<file path="config.mk">
export PLATFORM = sky130hd
export DESIGN_NAME = ebr_ramdp_par
export DESIGN_NICKNAME = d
export VERILOG_FILES = /design/src/rtl/ebr_ramdp_par.sv
export SDC_FILE = /design/constraint.sdc
export NUM_CORES = 1
export LEC_CHECK = 0
export ABC_AREA = 1
export CAP_MARGIN = 20
export CORE_MARGIN = 2
export CORE_UTILIZATION = 50
export DETAILED_ROUTE_END_ITERATION = 10
export PLACE_DENSITY = 0.73
export SYNTH_ARGS = -nofsm -noshare
export SYNTH_HDL_FRONTEND = slang
export SYNTH_SLANG_ARGS = --single-unit
</file>
<file path="constraint.sdc">
create_clock -name Clock -period 2.38 [get_ports Clock]
set_input_delay 0.476 -clock Clock [delete_from_list [all_inputs] [get_ports Clock]]
set_output_delay 0.476 -clock Clock [all_outputs]
set_load 0.02 [all_outputs]
</file>
<file path="src/rtl/ebr_ramdp_par.sv">
// Single-clock pseudo-dual-port EBR RAM with internal parity, post-reset init
// sequencer, write-first bypass, optional output register and parity-error counter.
module ebr_ramdp_par #(
  parameter int unsigned           DATA_WIDTH = 4,
  parameter int unsigned           ADDR_WIDTH = 4,
  parameter int unsigned           DEPTH      = 16,
  parameter int unsigned           OUT_REG    = 0,
  parameter logic [DATA_WIDTH-1:0] INIT_VALUE = '1
) (
  input  logic                  Clock,
  input  logic                  ResetN,
  input  logic                  WrEn,
  input  logic [ADDR_WIDTH-1:0] WrAddress,
  input  logic [DATA_WIDTH-1:0] Data,
  input  logic                  ParityInv,
  input  logic                  RdEn,
  input  logic [ADDR_WIDTH-1:0] RdAddress,
  output logic [DATA_WIDTH-1:0] Q,
  output logic                  QValid,
  output logic                  ParityErr,
  output logic [7:0]            ErrCount,
  output logic                  Busy
);

  localparam int unsigned WORD_WIDTH = DATA_WIDTH + 1;
  localparam int unsigned IDX_WIDTH  = (DEPTH > 1) ? $clog2(DEPTH) : 1;
  localparam logic [WORD_WIDTH-1:0] INIT_WORD = {^INIT_VALUE, INIT_VALUE};
  localparam logic [ADDR_WIDTH-1:0] LAST_ADDR = ADDR_WIDTH'(DEPTH - 1);

  typedef enum logic {ST_INIT, ST_READY} state_t;

  state_t                  state_q, state_d;
  logic [ADDR_WIDTH-1:0]   init_addr_q, init_addr_d;
  logic                    busy_q;

  logic [WORD_WIDTH-1:0]   mem [DEPTH];

  logic                    ready;
  logic                    wr_in_range, rd_in_range;
  logic                    wr_accept, rd_accept, rd_hit;
  logic [WORD_WIDTH-1:0]   wr_word, rd_word;
  logic                    mem_we;
  logic [ADDR_WIDTH-1:0]   mem_addr;
  logic [WORD_WIDTH-1:0]   mem_wdata;

  logic                    s1_valid;
  logic [WORD_WIDTH-1:0]   s1_word;
  logic                    chk_valid;
  logic [WORD_WIDTH-1:0]   chk_word;
  logic                    chk_err;

  // Init sequencer: walk every word once, then serve the ports.
  always_comb begin
    state_d     = state_q;
    init_addr_d = init_addr_q;
    case (state_q)
      ST_INIT: begin
        init_addr_d = init_addr_q + ADDR_WIDTH'(1);
        if (init_addr_q == LAST_ADDR) begin
          state_d     = ST_READY;
          init_addr_d = '0;
        end
      end
      ST_READY: ;
      default: begin
        state_d     = ST_INIT;
        init_addr_d = '0;
      end
    endcase
  end

  always_ff @(posedge Clock) begin
    if (!ResetN) begin
      state_q     <= ST_INIT;
      init_addr_q <= '0;
      busy_q      <= 1'b1;
    end else begin
      state_q     <= state_d;
      init_addr_q <= init_addr_d;
      busy_q      <= (state_d == ST_INIT);
    end
  end

  assign Busy = busy_q;

  // Port qualification and the shared write port (sequencer has priority).
  always_comb begin
    ready       = (state_q == ST_READY);
    wr_in_range = (32'(WrAddress) < DEPTH);
    rd_in_range = (32'(RdAddress) < DEPTH);
    wr_accept   = ready && WrEn && wr_in_range;
    rd_accept   = ready && RdEn;
    wr_word     = {(^Data) ^ ParityInv, Data};
    mem_we      = wr_accept;
    mem_addr    = WrAddress;
    mem_wdata   = wr_word;
    if (state_q == ST_INIT) begin
      mem_we    = 1'b1;
      mem_addr  = init_addr_q;
      mem_wdata = INIT_WORD;
    end
  end

  always_ff @(posedge Clock) begin
    if (ResetN && mem_we) begin
      mem[IDX_WIDTH'(mem_addr)] <= mem_wdata;
    end
  end

  // Write-first: a same-address write in this cycle overrides the stored word.
  always_comb begin
    rd_hit  = wr_accept && (RdAddress == WrAddress);
    rd_word = '0;
    if (rd_hit) begin
      rd_word = wr_word;
    end else if (rd_in_range) begin
      rd_word = mem[IDX_WIDTH'(RdAddress)];
    end
  end

  always_ff @(posedge Clock) begin
    if (!ResetN) begin
      s1_valid <= 1'b0;
      s1_word  <= '0;
    end else begin
      s1_valid <= rd_accept;
      if (rd_accept) begin
        s1_word <= rd_word;
      end
    end
  end

  generate
    if (OUT_REG != 0) begin : g_out_reg
      logic                  s2_valid;
      logic [WORD_WIDTH-1:0] s2_word;

      always_ff @(posedge Clock) begin
        if (!ResetN) begin
          s2_valid <= 1'b0;
          s2_word  <= '0;
        end else begin
          s2_valid <= s1_valid;
          if (s1_valid) begin
            s2_word <= s1_word;
          end
        end
      end

      assign chk_valid = s2_valid;
      assign chk_word  = s2_word;
    end else begin : g_no_out_reg
      assign chk_valid = s1_valid;
      assign chk_word  = s1_word;
    end
  endgenerate

  assign chk_err = chk_word[DATA_WIDTH] ^ (^chk_word[DATA_WIDTH-1:0]);

  // Output register with parity check and saturating error counter.
  always_ff @(posedge Clock) begin
    if (!ResetN) begin
      Q         <= '0;
      QValid    <= 1'b0;
      ParityErr <= 1'b0;
      ErrCount  <= '0;
    end else begin
      QValid    <= chk_valid;
      ParityErr <= chk_valid && chk_err;
      if (chk_valid) begin
        Q <= chk_word[DATA_WIDTH-1:0];
      end
      if (chk_valid && chk_err && (ErrCount != 8'hFF)) begin
        ErrCount <= ErrCount + 8'd1;
      end
    end
  end

endmodule
</file>
# Word level (Yosys, flattened, before mapping)
# Memory sizes are Yosys's and may differ from the RTL's. A register that Yosys moved wholly into a read port is not among the register bits.
# Index checks and enable logic that the tools add are counted.
# totals
output_inout_bits,15
regBits,21
word_cells,32
memories,1
input_bits,17
ramBits,80
# op_classes
reduce_logical,8
addsub,2
bitwise_logic,3
eq_ne,2
n_mux,8
# memory_table
memory,depth,width,read_ports,rd_clocked_by_memory_dff,wr,line,rtl
mem,16,5,1,1,1,36,logic [WORD_WIDTH-1:0] mem [DEPTH];
# ops
operator,count
8-bit by 1-bit adder with 8-bit output (second input constant),1
4-bit two-way mux,2
8-bit != test (second input constant),1
4-bit XOR reduction,2
1-bit logical AND,5
1-bit two-way mux,5
5-bit two-way mux,1
4-bit by 1-bit adder with 4-bit output (second input constant),1
4-bit == test (second input constant),1
1-bit XOR,2
1-bit logical NOT,1
1-bit NOT,1

# Depth between registers and ports, before layout
# Gate-level depths: netlist (run 1).
# depth
depth_word,5
mapped_depth,12
ltp_nobuf,11

# Least setup slack after synthesis (run 1)
# OpenSTA, ideal clock, no wires.
# synth_timing
kind,register to register
start,register ErrCount[0]
end,register ErrCount[3]
slack_ns,0.817
path_buffers,0
arrival_time_ns,1.491
path_stages_with_launch,8
required_time_ns,2.308
cell_sequence,dfxtp_1 -> ha_1 -> inv_1 -> nor3_2 -> nand3_2 -> nand2_2 -> nand2_1 -> a21oi_1
# synth_via
elab_chain_cells,2
# synth_lines
element,line,rtl
start: declaration,21,"output logic [7:0] ErrCount,"
start signal: assignment,174,ErrCount <= ErrCount + 8'd1;
branches (longest 2 deep; another with 8-bit by 1-bit adder with 8-bit output),n/a,
# Several ways; the timed one is not identified.
# A chain may end at the register's enable or synchronous reset.

# Worst setup path after layout (run 1)
# layout_timing
start,register state_q (netlist: ready)
end,"memory mem[12][4] in the netlist's numbering, enable pin"
# layout_via
elab_chain_cells,5
# layout_lines
element,line,rtl
start: declaration,32,"state_t state_q, state_d;"
start signal: assignment,78,state_q <= state_d;
1-bit logical AND,91,wr_accept = ready && WrEn && wr_in_range;
1-bit two-way mux,97,if (state_q == ST_INIT) begin
1-bit logical AND,105,if (ResetN && mem_we) begin
1-bit two-way mux,105,
1-bit two-way mux (implied by the code),106,mem[IDX_WIDTH'(mem_addr)] <= mem_wdata;
end: declaration,36,
# Parallel ways exist; a longest one is shown, timed or not.

==> impl_metrics.env, run 1 <==
export IMPL_gr_total_overflow=0
export IMPL_groute_usage_overall_pct=20.5
export IMPL_cts_setup_buffers=0
export IMPL_cp_data_required_time_ps=2390
export IMPL_yosysWarnings=0
export IMPL_hold_ws_ps=506
export IMPL_setup_worst_path_start_class="flop"
export IMPL_drt_iter0_drc=224
export IMPL_path_clk_slew_ps=110
export IMPL_vias=3636
export IMPL_ios=32
export IMPL_cts_resized=0
export IMPL_synth_top_area_share_pct=49.4
export IMPL_yosys_area_top_type="edfxtp_1"
export IMPL_crit_type="flop to flop"
export IMPL_cts_sinks=106
export IMPL_ys_top_cells_by_area="edfxtp_1, dfxtp_1, nand2_1, nand3_1, nor2_1"
export IMPL_ir_worst_vdd_mv=0.377
export IMPL_antenna_found_initial=0
export IMPL_setup_tns_ps=0
export IMPL_hold_class="flop to flop"
export IMPL_timing_fmax_ghz=0.506
export IMPL_coreArea_mm2=0.00959
export IMPL_synth_net_count=537
export IMPL_post_dp_hpwl_um=7110
export IMPL_die_area_mm2=0.0105
export IMPL_slew_viol_final=0
export IMPL_clockBufferDepth=2
export IMPL_cts_tree="built"
export IMPL_skew_ps=12.7
export IMPL_grt_pass1_wl_um=16300
export IMPL_synth_cell_type_count=34
export IMPL_tightest_slew_ps=721
export IMPL_ys_flop_type="edfxtp_1"
export IMPL_finalCritPeriodShare_pct=83.1
export IMPL_p_leak_uw=0.00213
export IMPL_muxShareOfSynthArea_pct=0
export IMPL_rsz0062_at_grt="no"
export IMPL_synth_seq_cells=106
export IMPL_relSlewSlack_pct=51.8
export IMPL_viasPerCell=5.25
export IMPL_grt_pass1_vias=3325
export IMPL_outcome="finished, final reports clean"
export IMPL_ant_nets=0
export IMPL_wirelength_um=10300
export IMPL_die_width_um=103
export IMPL_drive_gt1_share_pct=10.9
export IMPL_synthArstFlopShare_pct=0
export IMPL_grt_max_degree=42
export IMPL_postCtsHoldBufs=0
export IMPL_crit_path_max_fanout=12
export IMPL_rows=36
export IMPL_finalHoldViolCount=0
export IMPL_end_kind="flop"
export IMPL_drt_pass1_iterations=6
export IMPL_gp_congestion=0.831
export IMPL_syn_to_final_growth_pct=14.4
export IMPL_maxCapViolations=0
export IMPL_synthCells=518
export IMPL_antenna_cells=0
export IMPL_portBuffers=31
export IMPL_finalSetupViolations=0
export IMPL_seqCellArea_mm2=0.00292
export IMPL_synth_top_family_by_area="simple AND/OR/NAND/NOR gates"
export IMPL_powerDensity_mw_per_mm2=588
export IMPL_avgSynthCellArea_um2=9.40
export IMPL_synthSimpleGateAreaFrac_pct=26.0
export IMPL_synth_xor_area_share_pct=1.44
export IMPL_drc=0
export IMPL_fp_dieH_um=103
export IMPL_period_needed_ps=1980
export IMPL_synth_seq_area_share_pct=60.1
export IMPL_synth_compound_area_share_pct=6.22
export IMPL_cp_arrival_ps=1990
export IMPL_mappedNetlistArea_mm2=0.00487
export IMPL_synthAdderAreaFrac_pct=0.514
export IMPL_htreeDepth=3
export IMPL_num_nets_final=574
export IMPL_initial_utilization_pct=50.7
export IMPL_synth_edf_count=80
export IMPL_multiInputGateArea_mm2=0.00166
export IMPL_cts_buffers=9
export IMPL_root_buffer="clkbuf_8"
export IMPL_clk_latency_ps=370
export IMPL_wl_per_cell_um=14.9
export IMPL_nFillCells=852
[worst paths after layout]
path / depth (start not counted) / end / slack (ps) / from
setup / recovery: 4 / mem[12][4] / 400 / ready
hold / removal: 2 / QValid / 510 / chk_valid
setup reg to reg: 4 / mem[12][4] / 400 / ready
hold reg to reg: 2 / QValid / 510 / chk_valid
[state kept, by name, summed over array words and instances (netlist names)]
name	flops
Busy	1
ErrCount	8
ParityErr	1
Q	4
QValid	1
chk_valid	1
chk_word	5
init_addr_q	4
mem	80
ready	1
[layer usage]
layer	vias up	wire, um	track usage [%]
li1	1797	-	-
met1	1702	4580	27.8
met2	116	4850	33.5
met3	21	649	3.73
met4	0	263	7.18
met5	-	0	0
[stage by stage]
stage	util (%)	power, uW	cell area (um2)	std cells	setup slack (ps)
floorplan	-	2200	4870	518	817
global placement	56.2	2300	5390	677	186
detailed placement	56.2	2300	5390	677	170
CTS	58.0	3290	5570	693	374
global route	58.0	3400	5570	693	241
finish	58.0	3270	5570	693	402
[report_power, final]
| part | leakage, uW | switching, uW | internal [uW] |
|---|---|---|---|
| Combinational | 0.00112 | 176 | 104 |
| Clock | 0.0000911 | 622 | 390 |
| Sequential | 0.000918 | 6.91 | 1980 |
| Total | 0.00213 | 805 | 2470 |
[synthesized netlist by cell type (all sizes together), types with 2 or more instances]
cell,number
nand2,110
buf,14
edfxtp,80
nand3,72
o21ai,34
a21oi,17
xor2,5
clkbuf,4
inv,49
nor2,92
ha,2
nor3,5
dfxtp,26
xnor2,3
[cells by family after synthesis]
logic type | count (synthesis)
AOI/OAI and AO/OA | 53
xor gates and xnor gates | 8
adders and majority gates | 2
buffers and inverters | 67
DFF | 106
and+or+nand+nor | 282
[placed cells by master, fill, tap and decap left out, types with 10 or more instances in the layout]
cell,count
a21oi_1,11
buf_4,10
clkdlybuf4s50_1,31
dfxtp_1,26
edfxtp_1,80
inv_1,44
nand2_1,101
nand3_1,68
nor2_1,87
o21ai_0,28
[area by class of cell]
type | count | share of cell area, %
multi-input cells | 345 | 29.9
flip-flops and latches | 106 | 52.5
repair buffers | 44 | 8.00
inverters | 49 | 3.39
clock inverters | 7 | 0.989
well taps | 133 | 2.99
clock buffers | 9 | 2.23
[worst max-delay path, stage by stage (launching register included)]
cell	delay, ps
dfxtp_1	620
nand2_1	190
nand2_2	190
nand3_1	200
nor2_1	410
Power figures use the tool's default switching activity.
==> inputs of run 2 (changes only) <==
Settings changed: PLACE_DENSITY 0.73 to 0.76.
Clock period 2.38 ns to 1.8 ns, I/O delays scaled along.
==> impl_metrics.env, run 2 (synthesized netlist as in run 1, its figures left out) <==
export IMPL_outcome="finished, final reports clean"
export IMPL_final_cell_mix="nand2_1, nor2_1, edfxtp_1"
export IMPL_use_met1_pct=27.9
export IMPL_p_leak_uw=0.00244
export IMPL_grt_busiest_layer="met2"
export IMPL_top_register="mem"
export IMPL_rsz0062_at_grt="no"
export IMPL_setup_tns_ps=0
export IMPL_finalCritPeriodShare_pct=93.4
export IMPL_tightest_slew_ps=275
export IMPL_end_kind="output port"
export IMPL_slew_viol_final=0
export IMPL_cpLargestDelayFamily="buffers and inverters"
export IMPL_crit_buf_inv=1
export IMPL_syn_to_final_growth_pct=20.3
export IMPL_crit_type="flop to output port"
export IMPL_r2r_cells=6
export IMPL_portBuffers=31
export IMPL_viasPerCell=5.23
export IMPL_num_nets_final=607
export IMPL_clockBufferDepth=2
export IMPL_crit_path_max_fanout=2
export IMPL_root_buffer="clkbuf_8"
export IMPL_finalHoldViolCount=0
export IMPL_swShare_pct=24.8
export IMPL_grtUsageMet2_pct=36.5
export IMPL_p_total_uw=4370
export IMPL_gr_total_overflow=0
export IMPL_die_area_mm2=0.0105
export IMPL_crit_slowest_cell="clkdlybuf4s50_1"
export IMPL_period_needed_ps=1680
export IMPL_grt_pass1_wl_um=17200
export IMPL_final_common_cell="nand2_1"
export IMPL_relSlewSlack_pct=81.6
export IMPL_hold_end="QValid"
export IMPL_antenna_cells=0
export IMPL_hold_class="flop to flop"
export IMPL_post_dp_hpwl_um=7720
export IMPL_drc=0
export IMPL_slowest_delay_ps=600
export IMPL_groute_usage_overall_pct=21.8
export IMPL_reg2reg_to="mem[12][0]"
export IMPL_combPwrFrac_pct=9.2
export IMPL_cts_sinks=106
export IMPL_path_clk_slew_ps=100
export IMPL_cp_data_required_time_ps=1440
export IMPL_rows=36
export IMPL_worstHoldPathCells=2
export IMPL_drive_gt1_share_pct=15.9
export IMPL_cts_setup_buffers=0
export IMPL_r2r_slack_ps=170
export IMPL_r2r_start="ready"
export IMPL_fin_area_mm2=0.00586
export IMPL_fp_dieH_um=103
export IMPL_timing_fmax_ghz=0.595
export IMPL_cts_buffers=9
export IMPL_coreArea_mm2=0.00959
export IMPL_wl_per_cell_um=15.2
export IMPL_drt_iter0_drc=222
export IMPL_worstHoldStart="chk_valid"
export IMPL_vias=3795
export IMPL_internal_power_uw=3290
export IMPL_cts_tree="built"
export IMPL_pwr_share_clk_pct=30.9
export IMPL_grt_pass1_vias=3528
export IMPL_cp_cell_sequence="clkdlybuf4s50_1"
export IMPL_drt_pass1_iterations=5
export IMPL_skew_ps=17.7
export IMPL_powerDensity_mw_per_mm2=746
export IMPL_clk_latency_ps=380
export IMPL_wirelength_um=11000
export IMPL_setup_slack_ps=118
export IMPL_setup_worst_path_start_class="flop"
export IMPL_globalRouteMet3Util_pct=4.41
export IMPL_antenna_found_initial=0
export IMPL_initial_utilization_pct=50.7
export IMPL_ir_worst_vdd_mv=0.583
export IMPL_grt_max_degree=42
export IMPL_p_seq_share_pct=60.0
export IMPL_maxCapViolations=0
export IMPL_finalSetupViolations=0
export IMPL_ant_nets=0
export IMPL_htreeDepth=3
export IMPL_die_width_um=103
export IMPL_p_sw_uw=1080
export IMPL_place_area_mm2=0.00566
export IMPL_dp_slack_ps=-192
export IMPL_largest_reg_flops=80
export IMPL_gp_congestion=0.942
export IMPL_ios=32
export IMPL_cp_arrival_ps=1320
[run 2: metrics by stage]
stage          cells  utilization (%)  hold WS [ps]
2_1_floorplan    518                -           457
3_3_place_gp     710             59.0           478
3_5_place_dp     710             59.0           487
4_1_cts          726             60.8           508
5_1_grt          726             61.0           539
6_report         726             61.0           507
[run 2: layout make-up]
class / count / area, um2
Fill cell: 777 / 3740
Multi-Input combinational cell: 345 / 1660
Clock inverter: 7 / 53.8
Inverter: 49 / 189
Timing Repair Buffer: 77 / 734
Clock buffer: 9 / 124
Tap cell: 133 / 166
Sequential cell: 106 / 2920
[run 2: per-layer routing]
metal	routed length, um	part of all wire [%]	vias to the layer above
li1	-	-	1860
met5	0	0	-
met1	4680	43	1785
met3	583	5.3	22
met2	5510	50	128
met4	228	2.1	0
[run 2: power groups by stage]
stage,clock (uW),combinational (uW),sequential [uW]
3_5_place_dp,0,395,2680
5_1_grt,1450,439,2620
4_1_cts,1360,397,2620
2_1_floorplan,0,236,2670
3_3_place_gp,0,388,2680
6_report,1350,401,2620
[run 2: how the worst max path moves through the flow]
stage,start,slack [ps],endpoint,cells after the start
floorplan,ErrCount[0],240,ErrCount[3],7
global placement,RdAddress[0],-170,chk_word[3],9
detailed placement,WrAddress[1],-190,mem[15][0],8
CTS,ErrCount[3],0.06,ErrCount[3],1
global route,ErrCount[0],10,ErrCount[6],7
finish,Q[1],120,Q[1],1
[run 2: repair_timing]
action / 4_1_cts / 5_1_grt
endpoints found under the setup margin: 1 / 59
resized for setup: 1 / 8
hold buffers: 0 / 0
[run 2: tightest hold or removal path: stages, from the launching register on]
cell and delay (ps):
dfxtp_1 370, nand2_1 70, inv_1 30
==> inputs of run 3 (changes only) <==
Settings changed: CTS_CLUSTER_SIZE from default to 14.
==> results of run 3 <==
Final layout, timing and power as in run 2 (identical DEF).
